$ cat src/rtl/hex_display_ctrl.sv
// Register-mapped controller for eight 7-segment digits: round-robin arbitration
// of CPU and debug ports onto digit/blank/blink/control registers plus a blink timer.
module hex_display_ctrl #(
    parameter int unsigned BLINK_DIV = 12_500_000
) (
    input  logic        clk_i,
    input  logic        rst_i,
    input  logic        cpu_req_i,
    input  logic        cpu_we_i,
    input  logic [1:0]  cpu_addr_i,
    input  logic [3:0]  cpu_be_i,
    input  logic [31:0] cpu_wdata_i,
    output logic        cpu_gnt_o,
    output logic        cpu_rvalid_o,
    input  logic        dbg_req_i,
    input  logic        dbg_we_i,
    input  logic [1:0]  dbg_addr_i,
    input  logic [3:0]  dbg_be_i,
    input  logic [31:0] dbg_wdata_i,
    output logic        dbg_gnt_o,
    output logic        dbg_rvalid_o,
    output logic [31:0] rdata_o,
    output logic [31:0] digits_o,
    output logic [7:0]  blank_o
);

    localparam int unsigned CW = $clog2(BLINK_DIV);
    localparam logic [CW-1:0] WRAP = CW'(BLINK_DIV - 1);

    typedef enum logic {
        OWN_CPU,
        OWN_DBG
    } owner_e;

    owner_e        last_q;
    logic [31:0]   digits_q;
    logic [7:0]    blank_q;
    logic [7:0]    blink_q;
    logic          enable_q;
    logic          phase_q;
    logic [CW-1:0] cnt_q;
    logic          cpu_rvalid_q;
    logic          dbg_rvalid_q;
    logic [31:0]   rdata_q;

    logic          acc;
    logic          sel_we;
    logic [1:0]    sel_addr;
    logic [3:0]    sel_be;
    logic [31:0]   sel_wdata;
    logic [31:0]   rd_val;
    logic          restart;

    // Grants are combinational so a lone requester is accepted in its request cycle.
    always_comb begin
        cpu_gnt_o = !rst_i && cpu_req_i && (!dbg_req_i || last_q == OWN_DBG);
        dbg_gnt_o = !rst_i && dbg_req_i && (!cpu_req_i || last_q == OWN_CPU);
    end

    always_comb begin
        acc       = cpu_gnt_o || dbg_gnt_o;
        sel_we    = dbg_gnt_o ? dbg_we_i    : cpu_we_i;
        sel_addr  = dbg_gnt_o ? dbg_addr_i  : cpu_addr_i;
        sel_be    = dbg_gnt_o ? dbg_be_i    : cpu_be_i;
        sel_wdata = dbg_gnt_o ? dbg_wdata_i : cpu_wdata_i;
        restart   = acc && sel_we && sel_addr == 2'd3 && sel_be[0] && sel_wdata[1];
    end

    always_comb begin
        rd_val = '0;
        case (sel_addr)
            2'd0: rd_val = digits_q;
            2'd1: rd_val = {24'd0, blank_q};
            2'd2: rd_val = {24'd0, blink_q};
            2'd3: rd_val = {29'd0, phase_q, 1'b0, enable_q};
            default: rd_val = '0;
        endcase
    end

    always_ff @(posedge clk_i or posedge rst_i) begin
        if (rst_i) begin
            last_q       <= OWN_DBG;
            digits_q     <= '0;
            blank_q      <= 8'hFC;
            blink_q      <= '0;
            enable_q     <= 1'b1;
            phase_q      <= 1'b0;
            cnt_q        <= '0;
            cpu_rvalid_q <= 1'b0;
            dbg_rvalid_q <= 1'b0;
            rdata_q      <= '0;
        end else begin
            cpu_rvalid_q <= cpu_gnt_o;
            dbg_rvalid_q <= dbg_gnt_o;
            rdata_q      <= (acc && !sel_we) ? rd_val : '0;

            if (acc) begin
                last_q <= dbg_gnt_o ? OWN_DBG : OWN_CPU;
            end

            if (acc && sel_we) begin
                case (sel_addr)
                    2'd0: begin
                        for (int unsigned b = 0; b < 4; b++) begin
                            if (sel_be[b]) begin
                                digits_q[b*8 +: 8] <= sel_wdata[b*8 +: 8];
                            end
                        end
                    end
                    2'd1: if (sel_be[0]) blank_q <= sel_wdata[7:0];
                    2'd2: if (sel_be[0]) blink_q <= sel_wdata[7:0];
                    2'd3: if (sel_be[0]) enable_q <= sel_wdata[0];
                    default: ;
                endcase
            end

            // RESTART takes priority over a coincident wrap.
            if (restart) begin
                cnt_q   <= '0;
                phase_q <= 1'b0;
            end else if (cnt_q == WRAP) begin
                cnt_q   <= '0;
                phase_q <= !phase_q;
            end else begin
                cnt_q <= cnt_q + CW'(1);
            end
        end
    end

    assign cpu_rvalid_o = cpu_rvalid_q;
    assign dbg_rvalid_o = dbg_rvalid_q;
    assign rdata_o      = rdata_q;
    assign digits_o     = digits_q;
    assign blank_o      = enable_q ? (blank_q | (blink_q & {8{phase_q}})) : 8'hFF;

endmodule

$ cat config.mk
export PLATFORM = sky130hd
export DESIGN_NAME = hex_display_ctrl
export DESIGN_NICKNAME = d
export VERILOG_FILES = /design/src/rtl/hex_display_ctrl.sv
export SDC_FILE = /design/constraint.sdc
export NUM_CORES = 1
export LEC_CHECK = 0
export CORE_ASPECT_RATIO = 2
export CORE_MARGIN = 10
export CORE_UTILIZATION = 47
export DETAILED_ROUTE_END_ITERATION = 8
export PLACE_DENSITY = 0.8
export SKIP_LAST_GASP = 1
export SLEW_MARGIN = 20
export SYNTH_ARGS = -nofsm -noshare
export SYNTH_HDL_FRONTEND = slang
export SYNTH_SLANG_ARGS = --single-unit
$ cat constraint.sdc
create_clock -name clk_i -period 2.4 [get_ports clk_i]
set_input_delay 0.24 -clock clk_i [delete_from_list [all_inputs] [get_ports clk_i]]
set_output_delay 0.24 -clock clk_i [all_outputs]
set_load 0.02 [all_outputs]
Yosys cells after proc, flatten, opt, wreduce, memory -nomap -nowiden
Cells that the tools add are included.
Widths: inputs -> output; s select.
{"block": "classes", "add_sub_neg": 1, "n_eq_ne": 4, "muxes": 12, "n_bitwise": 3, "reduce_logical": 26}
{"operator": "$pmux 32 s4", "n": 1}
{"operator": "$mux 32", "n": 2}
{"operator": "$mux 24", "n": 2}
{"operator": "$add 24x1->24 const B", "n": 1}
{"operator": "$eq 24x24->1 const B", "n": 1}
{"operator": "$reduce_and 3->1", "n": 7}
{"operator": "$logic_and 1x1->1", "n": 9}
{"operator": "$and 8x8->8", "n": 1}
{"operator": "$mux 8", "n": 1}
{"operator": "$or 8x8->8", "n": 1}
{"operator": "$logic_not 1->1", "n": 5}
{"operator": "$eq 2x2->1 const B", "n": 2}
{"operator": "$mux 1", "n": 4}
{"operator": "$mux 4", "n": 1}
{"operator": "$logic_or 1x1->1", "n": 3}
{"operator": "$eq 2x1->1 const B", "n": 1}
{"operator": "$logic_not 2->1", "n": 1}
{"operator": "$mux 2", "n": 1}
{"operator": "$reduce_bool 2->1", "n": 1}
{"operator": "$not 1->1", "n": 1}
{"block": "totals", "register_bits": 109, "in_bits": 82, "output_inout_bits": 76, "wordCells": 59}

Depth between registers and ports, before layout
{"block": "logic_depth", "depth_word": 9, "mapped_depth": 7, "ltp_nobuf": 6}

Least setup slack after synthesis
OpenSTA, ideal clock, no wires.
{"block": "synth_timing", "path_kind": "in2reg", "from": "input port rst_i", "to": "register digits_q[16] (netlist: digits_o[16])", "setup_time_ns": 0.077, "arrival_time_ns": 2.528, "required_ns": 2.323, "path_slack_ns": -0.205, "path_stages": 6, "n_path_buf": 1, "path_cell_list": "inv_2 -> nand4_1 -> a211oi_2 -> buf_4 -> nor2_1 -> a21oi_1"}
{"block": "synth_between", "elab_chain_len": 6, "elab_cells_between_ends": 13, "cone_classes": "mux: 4; reduce/logical: 9"}
{"item": "start, declared", "line": "7", "text": "input logic rst_i,"}
{"item": "$logic_not 1->1 (no line) (*)"}
{"item": "$logic_and 1x1->1 (on tied branches) (2 in series)", "line": "57, 56"}
{"item": "$mux 2, or another cell as far along", "line": "63", "text": "sel_addr = dbg_gnt_o ? dbg_addr_i : cpu_addr_i;"}
{"item": "$logic_not 2->1 or $logic_and 1x1->1 (tied branches)", "line": "102, 101"}
{"item": "$reduce_and 3->1 (no line)"}
{"item": "end signal, assigned by index", "line": "106", "text": "digits_q[b*8 +: 8] <= sel_wdata[b*8 +: 8];"}
{"item": "end, declared", "line": "36", "text": "logic [31:0] digits_q;"}
Mark *: on every way between the ends. The rest lies on a longest branch, timed or not.
A chain may end at the register's enable or synchronous reset.

Worst setup path after layout
{"block": "layout_timing", "from": "input port dbg_req_i", "to": "output port dbg_gnt_o"}
{"block": "layout_between", "elab_chain_len": 2}
{"item": "start, declared", "line": "15", "text": "input logic dbg_req_i,"}
{"item": "$logic_and 1x1->1 (2 in series)", "line": "57", "text": "dbg_gnt_o = !rst_i && dbg_req_i && (!cpu_req_i || last_q == OWN_CPU);"}
{"item": "end, declared", "line": "20", "text": "output logic dbg_gnt_o,"}
No other way between the ends.

==> impl_metrics.json <==
{
  "cts_resized": 0,
  "core_area_um2": 10600,
  "fin_setup_tns_ns": 0,
  "nets": 699,
  "rsz0062_at_grt": "false",
  "antenna_left": 0,
  "fp.dieH_um": 168,
  "worst_pin_slew_ns": 0.680,
  "cp_max_fo": 11,
  "gp_congestion": 0.876,
  "cp-end-kind": "output pin",
  "final_common_cell": "clkdlybuf4s50_1",
  "setup_ws_ns": 0.0936,
  "yosysWarningCount": 0,
  "tritoncts": "built",
  "clock-root-buffer": "clkbuf_16",
  "max_stage_delay_ns": 0.62,
  "syn_area_um2": 5130,
  "wl_mm": 14.2,
  "ys_seq_area_share_pct": 53.4,
  "layout-drive-gt1-share_pct": 15.0,
  "grt_pass1_vias": 4450,
  "cts_sinks": 109,
  "power_density_nw_per_um2": 837,
  "diodes": 0,
  "start_util_pct": 48.3,
  "rows": 53,
  "critPathKind": "in2out",
  "dp_hpwl_mm": 11.2,
  "worstPathRequired_ns": 2.16,
  "final_cells": 758,
  "mostFrequentLayoutCells": "clkdlybuf4s50_1, dfrtp_1, nor2_1, mux2i_1",
  "drt_iter0_markers": 154,
  "cp-start-kind": "primary input",
  "hp-class": "reg2reg",
  "min_period_over_period_pct": 96.1,
  "hold_buffers": 0,
  "port_buffers": 157,
  "num_vias": 4020,
  "grt_util_all_layers_pct": 18.1,
  "synthArstFlopShare_pct": 100,
  "final.setup_skew_ns": 0.00730,
  "final-seq-area_um2": 2740,
  "synth_edf_count": 0,
  "slew_headroom_pct": 54.6,
  "grt_max_degree": 56,
  "clk_latency_ns": 0.35,
  "io_pins": 158,
  "placed_cells": 742,
  "fillers": 802,
  "synth_nets": 526,
  "finalSetupViolCount": 0,
  "path_clk_slew_ns": 0.08,
  "drv_slew": 0,
  "postCtsSetupBuffers": 0,
  "die_x_um": 93.9,
  "crit_arrival_ns": 2.07,
  "vias_per_cell": 5.30,
  "globalRouteOverflowTotal": 0,
  "htreeDepth": 3,
  "cts_buffer_depth": 2,
  "crit_top_cell": "clkdlybuf4s50_1",
  "antenna_found_initial": 0,
  "fp.dieArea_um2": 15700,
  "synthFlopType": "dfrtp_1",
  "area_growth_pct": 41.3,
  "multiInputGateArea_um2": 2220,
  "hold_violations": 0,
  "status": "finished, final reports clean",
  "period_minus_slack_ns": 2.31,
  "synth_cell_types": 53,
  "fmax_mhz": 434,
  "p_leak_nw": 3.05,
  "crit_chain": "clkdlybuf4s50_1 -> a21bo_4 -> nor2_8 -> buf_4 -> clkdlybuf4s50_1",
  "firstDrtPassIters": 6,
  "synthCells": 443,
  "avgSynthCellArea_um2": 11.6,
  "wire_per_inst_um": 18.7,
  "ys_ff_latch": 109,
  "cap_viol_max_count": 0,
  "slowest_stage": "clkdlybuf4s50_1",
  "vdd_drop_max_uv": 535,
  "cts_made_buffers": 9,
  "drc": 0,
  "grt_pass1_wl_mm": 22.5,
  "place_ws_ns": 0.0152
}
[worst max-delay path, delay by kind of cell]
family	cells	cell delay, ns
compound gates	1	0.27
buf+inv	3	1.34
simple gates	1	0.20
[registers in the layout, indices dropped and copies added, names as in the netlist]
| signal | count |
|---|---|
| dbg_rvalid_o | 1 |
| blank_q | 8 |
| blink_q | 8 |
| cnt_q | 24 |
| last_q | 1 |
| rdata_o | 32 |
| cpu_rvalid_o | 1 |
| digits_o | 32 |
| enable_q | 1 |
| phase_q | 1 |
[report_power, final]
group          total (mW)  internal (mW)  switching (mW)  leakage, nW
Sequential           2.66           2.28           0.378         1.38
Clock                1.55          0.857           0.691        0.156
Combinational        1.86          0.954           0.903         1.52
[cell families (layout without fill, tap and decap cells)]
logic type | count (synthesis) | count (layout) | synth area share (%)
AND/OR/NAND/NOR | 160 | 160 | 17.4
flip-flops | 109 | 109 | 53.4
multiplexers | 69 | 69 | 14.5
AO/OA/AOI/OAI | 52 | 52 | 7.25
buffers and inverters | 29 | 207 | 3.25
XOR/XNOR | 23 | 23 | 3.93
adder cells (fa/ha/maj) | 1 | 1 | 0.244
[cells in the mapped netlist (all sizes together) (6+ instances only)]
master	n	share of area, %
nor2	60	4.9
nor3	7	1.1
xor2	9	1.5
and2	25	3.1
nand2	19	1.4
mux2i	35	7.1
mux2	34	7.5
a211oi	6	1.3
a21oi	26	2.5
inv	12	0.88
dfrtp	101	49
xnor2	14	2.4
o22ai	6	0.73
dfstp	8	4.1
buf	13	2.0
nand4	8	1.4
nand3	13	1.3
nand3b	9	1.3
[metal layers]
metal	track usage, %	up-vias	part of all wire [%]
met5	0	-	0
met4	10.4	0	4.7
met1	17.5	1963	34
li1	-	1888	-
met3	5.06	38	6.3
met2	32.7	131	55
[final timing paths]
| path | startpoint | to | slack [ns] | cells past startpoint |
|---|---|---|---|---|
| min in group asynchronous | rst_i | rdata_o[4]$_DFF_PP0_ | 0.52 | 3 |
| max reg2reg | cnt_q[0]$_DFF_PP0_ | cnt_q[22]$_DFF_PP0_ | 0.28 | 6 |
| max in group asynchronous | rst_i | blank_q[6]$_DFFE_PP1P_ | 1.09 | 4 |
| min | digits_o[8]$_DFFE_PP0P_ | rdata_o[8]$_DFF_PP0_ | 0.51 | 1 |
| min reg2reg | digits_o[8]$_DFFE_PP0P_ | rdata_o[8]$_DFF_PP0_ | 0.51 | 1 |
| max | dbg_req_i | dbg_gnt_o | 0.09 | 5 |
[layout make-up]
class | instances | share of cell area (%)
flip-flops and latches | 109 | 37.8
multi-input cells | 305 | 30.7
repair buffers | 179 | 24.1
clock buffers | 10 | 3.30
well taps | 137 | 2.37
clock inverters | 6 | 1.05
inverters | 12 | 0.656
[metrics by stage]
step	power (mW)	instance area, um^2	hold WS [ns]	util (%)
2_1_floorplan	3.60	5130	0.304	-
3_3_place_gp	4.49	6930	0.486	65.3
3_5_place_dp	4.56	6930	0.490	65.3
4_1_cts	6.13	7240	0.508	68.3
5_1_grt	6.38	7240	0.531	68.3
6_report	6.06	7240	0.507	68.3
Note: power is estimated with default switching activity, not from simulation.
